[config.mk]
export PLATFORM = sky130hd
export DESIGN_NAME = ram_arbiter
export DESIGN_NICKNAME = d
export VERILOG_FILES = /design/src/rtl/arb_pkg.sv /design/src/rtl/rr_pick2.sv /design/src/rtl/ram_arbiter.sv
export SDC_FILE = /design/constraint.sdc
export NUM_CORES = 1
export LEC_CHECK = 0
export ABC_AREA = 0
export CORE_AREA = 2 2 94 96
export CTS_CLUSTER_DIAMETER = 80
export CTS_CLUSTER_SIZE = 12
export DETAILED_ROUTE_END_ITERATION = 8
export DIE_AREA = 0 0 96 98
export GPL_ROUTABILITY_DRIVEN = 0
export PLACE_DENSITY = 0.82
export SLEW_MARGIN = 5
export SYNTH_ARGS = -nofsm -noshare
export SYNTH_HDL_FRONTEND = slang
export SYNTH_SLANG_ARGS = --single-unit
[constraint.sdc]
create_clock -name clk -period 2.25 [get_ports clk]
set_input_delay 0.225 -clock clk [delete_from_list [all_inputs] [get_ports clk]]
set_output_delay 0.225 -clock clk [all_outputs]
set_load 0.005 [all_outputs]
[src/rtl/arb_pkg.sv]
// rtl/arb_pkg.sv - shared state encoding, port indices and RAM mode constants for ram_arbiter
package arb_pkg;

    typedef enum logic [1:0] {
        ST_IDLE   = 2'd0,
        ST_ACCESS = 2'd1,
        ST_RESP   = 2'd2
    } arb_state_e;

    localparam logic P_CPU = 1'b0;
    localparam logic P_DBG = 1'b1;

    localparam logic [1:0] MODE_WORD = 2'd0;
    localparam logic [1:0] MODE_HALF = 2'd1;
    localparam logic [1:0] MODE_BYTE = 2'd2;

endpackage

[src/rtl/rr_pick2.sv]
// rtl/rr_pick2.sv - combinational two-way round-robin picker
module rr_pick2
    import arb_pkg::*;
(
    input  logic req0_i,
    input  logic req1_i,
    input  logic last_i,
    output logic win_o,
    output logic valid_o
);

    // On a tie the port that did not win last time goes next.
    assign valid_o = req0_i | req1_i;
    assign win_o   = (req0_i && req1_i) ? ~last_i : (req1_i ? P_DBG : P_CPU);

endmodule

[src/rtl/ram_arbiter.sv]
// rtl/ram_arbiter.sv - round-robin sharing of one single-port RAM between CPU and debug scanner
// Optional ARB_PERF_EN adds the conflict_cnt output.
module ram_arbiter
    import arb_pkg::*;
#(
    parameter int ADDR_W = 12,
    parameter int DATA_W = 32
) (
    input  logic              clk,
    input  logic              clr,
    input  logic              req0,
    input  logic              req1,
    input  logic [ADDR_W-1:0] addr0,
    input  logic [ADDR_W-1:0] addr1,
    input  logic [DATA_W-1:0] wdata0,
    input  logic [DATA_W-1:0] wdata1,
    input  logic              we0,
    input  logic              we1,
    input  logic [1:0]        mode0,
    input  logic [1:0]        mode1,
    output logic              gnt0,
    output logic              gnt1,
    output logic              rvalid0,
    output logic              rvalid1,
    output logic [DATA_W-1:0] rdata0,
    output logic [DATA_W-1:0] rdata1,
    output logic [ADDR_W-1:0] ram_addr,
    output logic [DATA_W-1:0] ram_din,
    output logic [1:0]        ram_mode,
    output logic              ram_we,
`ifdef ARB_PERF_EN
    output logic [31:0]       conflict_cnt,
`endif
    input  logic [DATA_W-1:0] ram_dout
);

    arb_state_e        state_q, state_d;
    logic              last_q, last_d;
    logic              win_q, win_d;
    logic              we_q, we_d;
    logic [ADDR_W-1:0] addr_q, addr_d;
    logic [DATA_W-1:0] din_q, din_d;
    logic [1:0]        mode_q, mode_d;
    logic              pick_win, pick_valid, load;

    rr_pick2 u_pick (
        .req0_i  (req0),
        .req1_i  (req1),
        .last_i  (last_q),
        .win_o   (pick_win),
        .valid_o (pick_valid)
    );

    always_comb begin
        state_d = state_q;
        last_d  = last_q;
        win_d   = win_q;
        we_d    = we_q;
        addr_d  = addr_q;
        din_d   = din_q;
        mode_d  = mode_q;
        load    = 1'b0;
        case (state_q)
            ST_IDLE: begin
                if (pick_valid) begin
                    load    = 1'b1;
                    state_d = ST_ACCESS;
                end
            end
            ST_ACCESS: state_d = ST_RESP;
            ST_RESP: begin
                load    = pick_valid;
                state_d = pick_valid ? ST_ACCESS : ST_IDLE;
            end
            default: state_d = ST_IDLE;
        endcase
        // Command fields are frozen here; later changes by the requester are ignored.
        if (load) begin
            win_d  = pick_win;
            last_d = pick_win;
            if (pick_win == P_DBG) begin
                we_d   = we1;
                addr_d = addr1;
                din_d  = wdata1;
                mode_d = mode1;
            end else begin
                we_d   = we0;
                addr_d = addr0;
                din_d  = wdata0;
                mode_d = mode0;
            end
        end
    end

    always_ff @(posedge clk) begin
        if (clr) begin
            state_q <= ST_IDLE;
            last_q  <= P_DBG;
            win_q   <= P_CPU;
            we_q    <= 1'b0;
            addr_q  <= '0;
            din_q   <= '0;
            mode_q  <= MODE_WORD;
        end else begin
            state_q <= state_d;
            last_q  <= last_d;
            win_q   <= win_d;
            we_q    <= we_d;
            addr_q  <= addr_d;
            din_q   <= din_d;
            mode_q  <= mode_d;
        end
    end

    assign gnt0     = (state_q == ST_ACCESS) && (win_q == P_CPU);
    assign gnt1     = (state_q == ST_ACCESS) && (win_q == P_DBG);
    assign rvalid0  = (state_q == ST_RESP) && (win_q == P_CPU);
    assign rvalid1  = (state_q == ST_RESP) && (win_q == P_DBG);
    assign rdata0   = (rvalid0 && !we_q) ? ram_dout : '0;
    assign rdata1   = (rvalid1 && !we_q) ? ram_dout : '0;
    assign ram_addr = addr_q;
    assign ram_din  = din_q;
    assign ram_mode = mode_q;
    assign ram_we   = (state_q == ST_ACCESS) && we_q;

`ifdef ARB_PERF_EN
    logic [31:0] cnt_q, cnt_d;

    always_comb begin
        cnt_d = cnt_q;
        if (req0 && req1 && (state_q == ST_IDLE || state_q == ST_RESP)
            && cnt_q != 32'hFFFF_FFFF) begin
            cnt_d = cnt_q + 32'd1;
        end
    end

    always_ff @(posedge clk) begin
        if (clr) begin
            cnt_q <= '0;
        end else begin
            cnt_q <= cnt_d;
        end
    end

    assign conflict_cnt = cnt_q;
`endif

endmodule

==> results by group <==
Outcome
  • Outcome: complete, no violations

Setup path
  • Critical path endpoint: rdata1[7]
  • R2r worst-path depth: 5
  • Reg-to-reg endpoint: ram_din[18]$_SDFFE_PP0P_
  • Crit path launch: win_q$_SDFFE_PP0P_
  • Worst path arrival time: about 1900 ps
  • Worst setup SP type: flip-flop
  • Worst Path Max Fanout: 17
  • Worst R2R Setup Slack: 660 ps
  • R2R Path Start: state_q[0]$_SDFFE_PP0P_
  • CP required: 2030 ps
  • Crit end category: output port
  • Critical path type: reg2out

Timing
  • Tcrit/Tclk final: a little over nine tenths
  • Clock Skews: 12.9 ps
  • Pins Over Slew Limit: 0
  • Slew @ Worst Pin: 359 ps
  • Setup TNS: 0 ps
  • Fin crit period: between 2000 and 2500 ps
  • RSZ-0062 raised after global routing: false
  • Final Hold Vio Count: 0
  • Fmax: ~470 MHz
  • Worst rel slew slack: 76.0%
  • Setup-failing EPs final: 0

Yosys
  • Distinct cells, synth: 22
  • Yosys warning count: 0
  • Compound-Gate Fraction of Synth Area: between 20% and 30%
  • Synth Net Count: between 400 and 500
  • Area of the mapped netlist: about 0.0028 mm^2
  • Avg Synthesized Cell Area: between 7 and 8 um^2
  • Mux cell area share after synthesis: 0%
  • Post-Synth Simple-Gate Area: between 20 and 30%
  • Yosys reg bits: between 50 and 60
  • Post-Synth XOR/XNOR Area: 0%
  • Main combinational cell family by area after synthesis: simple AND/OR/NAND/NOR gates
  • Cells after Synth: 360
  • Adder-cell share of the synthesized area: 0%
  • Seq/Total Area, Yosys: a little over a third

Pwr
  • Static Leak: ~2.3 nW
  • Pwr dens: between 400 and 500 mW/mm^2
  • Combinational share of power: between 30 and 40%
  • Clock power frac: 22.1%
  • Int Power: roughly 1.8 mW
  • Switch Pwr: about 730 uW
  • Seq pwr share: 41.5%
  • Worst VDD drop: approximately 0.00038 V
  • Switching part of the total: ~29%

Global routing
  • Largest net degree at the start of global routing: 55
  • Global route overflow: 0
  • GRT Total Usage: between 20% and 30%
  • Number of global-route vias before repair: between 3k and 4k
  • Initial antenna violation count: 0
  • First-pass GRT wire length: between 15,000 and 20,000 um

Clocking
  • Num CTS Buffers: 5
  • CTS HTree Levels: 2
  • Root Buffer: clkbuf_8
  • Post-cts resize count: 0
  • Post-CTS Setup Inserts: 0
  • Clock latency at the later pin of the worst-skew pair: approximately 300 ps
  • Bufs on Longest Clock Path: 2
  • Worst-path clk slew: about 100 ps
  • Hold buffer count at cts: 0
  • Clk sinks: between 50 and 60
  • TritonCTS clock tree: done

Floorplanning
  • Core ar.: between 0.008 and 0.009 mm^2
  • Site Rows: 34
  • DIE WIDTH: 96 um
  • Height of the die: ~98 um
  • Boundary Pins: ~250
  • Die Area: about 0.0094 mm^2
  • Initial core utilization: between 30 and 40%

Finish
  • Layout area overhead: 94.7%
  • Share of layout cells above drive strength 1: around a tenth
  • Nets: between 700 and 800
  • Non-filler cells, final: between 600 and 700
  • # diodes: 0

Detailed routing
  • Drt total wl: roughly 11,000 um
  • Vias/cell: slightly above 5
  • Routed Antenna Nets: 0
  • Drt pass-1 iters: 4
  • Initial drt markers: roughly 130
  • Routed wire per std cell: about 16 um
  • Remaining DRCs: 0
  • Vias: about 3.6k

Run
  • MaxCap Viol Count: 0

Min path
  • HP Class: in2reg

Place
  • DP Cell Count: between 600 and 700
  • Port buffer count: 244
  • HPWL Detailed: approximately 8500 um
## layout by cell type (no fill, tap or decap), types with 2 or more instances in the layout
master and count:
inv_1 2, buf_6 2, nor2_1 53, buf_12 8
nand2_1 47, a21oi_1 47, buf_4 2, dfxtp_1 50
clkbuf_8 6, clkdlybuf4s50_1 243, nand2b_1 2, a211oi_1 16
and3_1 64, a211oi_2 30
## power by group through the flow
stage / Combinational, mW / Clock, mW / Sequential [mW]
global placement: 0.898 / 0 / 1.06
detailed placement: 0.919 / 0 / 1.06
CTS: 0.924 / 0.572 / 1.04
global route: 0.987 / 0.614 / 1.05
floorplan: 0.362 / 0 / 1.07
finish: 0.917 / 0.556 / 1.04
## area by class of cell
type                       instances  area [um^2]
sequential                        51         1020
multi-input combinational        268         1640
fill                             715         2930
timing repair buffer             256         2640
clock buffer                       7         86.3
inverter                           2         7.51
tap                              108          135
clock inverter                     1         8.76
## layer usage
layer / routed length, um / part of all wire, % / track usage [%]
met2: 5970 / 53 / 41.6
met3: 1070 / 9.6 / 6.79
met1: 3940 / 35 / 23.5
met5: 0 / 0 / 0
met4: 211 / 1.9 / 5.49
## how the worst min path moves through the flow
stage | start | endpoint | slack [ps] | cells past startpoint
finish | clr | state_q[0]$_SDFFE_PP0P_ | 400 | 3
CTS | clr | state_q[0]$_SDFFE_PP0P_ | 400 | 3
global placement | ram_din[27]$_SDFFE_PP0P_ | ram_din[27]$_SDFFE_PP0P_ | 490 | 2
floorplan | req1 | last_q$_SDFFE_PP1P_ | 360 | 1
detailed placement | ram_din[24]$_SDFFE_PP0P_ | ram_din[24]$_SDFFE_PP0P_ | 500 | 2
global route | clr | win_q$_SDFFE_PP0P_ | 430 | 3
## synth_stat cells (all sizes together)
cell	count	area share, %
a2bb2oi	1	0.31
nand2	47	6.2
a21bo	1	0.35
nand2b	2	0.44
a21boi	1	0.26
nor3b	2	0.88
nor2	53	7.0
a21oi	47	8.3
buf	20	4.5
o21ba	1	0.35
and3	64	14
a221oi	1	0.53
clkbuf	19	2.5
dfxtp	51	36
a211oi	46	17
o21bai	1	0.40
a221o	1	0.35
inv	2	0.26
## state kept, by name, indices dropped and copies added, names as in the netlist
signal    cells
ram_din      32
ram_addr     12
ram_mode      2
state_q       2
last_q        1
we_q          1
win_q         1
## cells by family (layout without fill, tap and decap cells)
group / after synthesis / count (layout)
AND/OR/NAND/NOR: 168 / 168
AO/OA/AOI/OAI: 100 / 100
flip-flops: 51 / 51
buffers and inverters: 41 / 266
## metrics by stage
step	setup slack [ps]	area [um^2]	power, mW	hold slack (ps)	util (%)
2_1_floorplan	930	2840	1.43	363	-
3_3_place_gp	375	5420	1.96	486	64.0
3_5_place_dp	310	5420	1.98	495	64.0
4_1_cts	39.8	5510	2.54	398	65.1
5_1_grt	23.9	5540	2.66	430	65.4
6_report	125	5540	2.52	403	65.4
## worst max-delay path, cell delays in order, from the launching register on
cell,delay (ps)
dfxtp_2,370
inv_1,80
nor3b_4,250
buf_6,190
and3_1,170
clkdlybuf4s50_1,520
(Power assumes the default switching activity.)
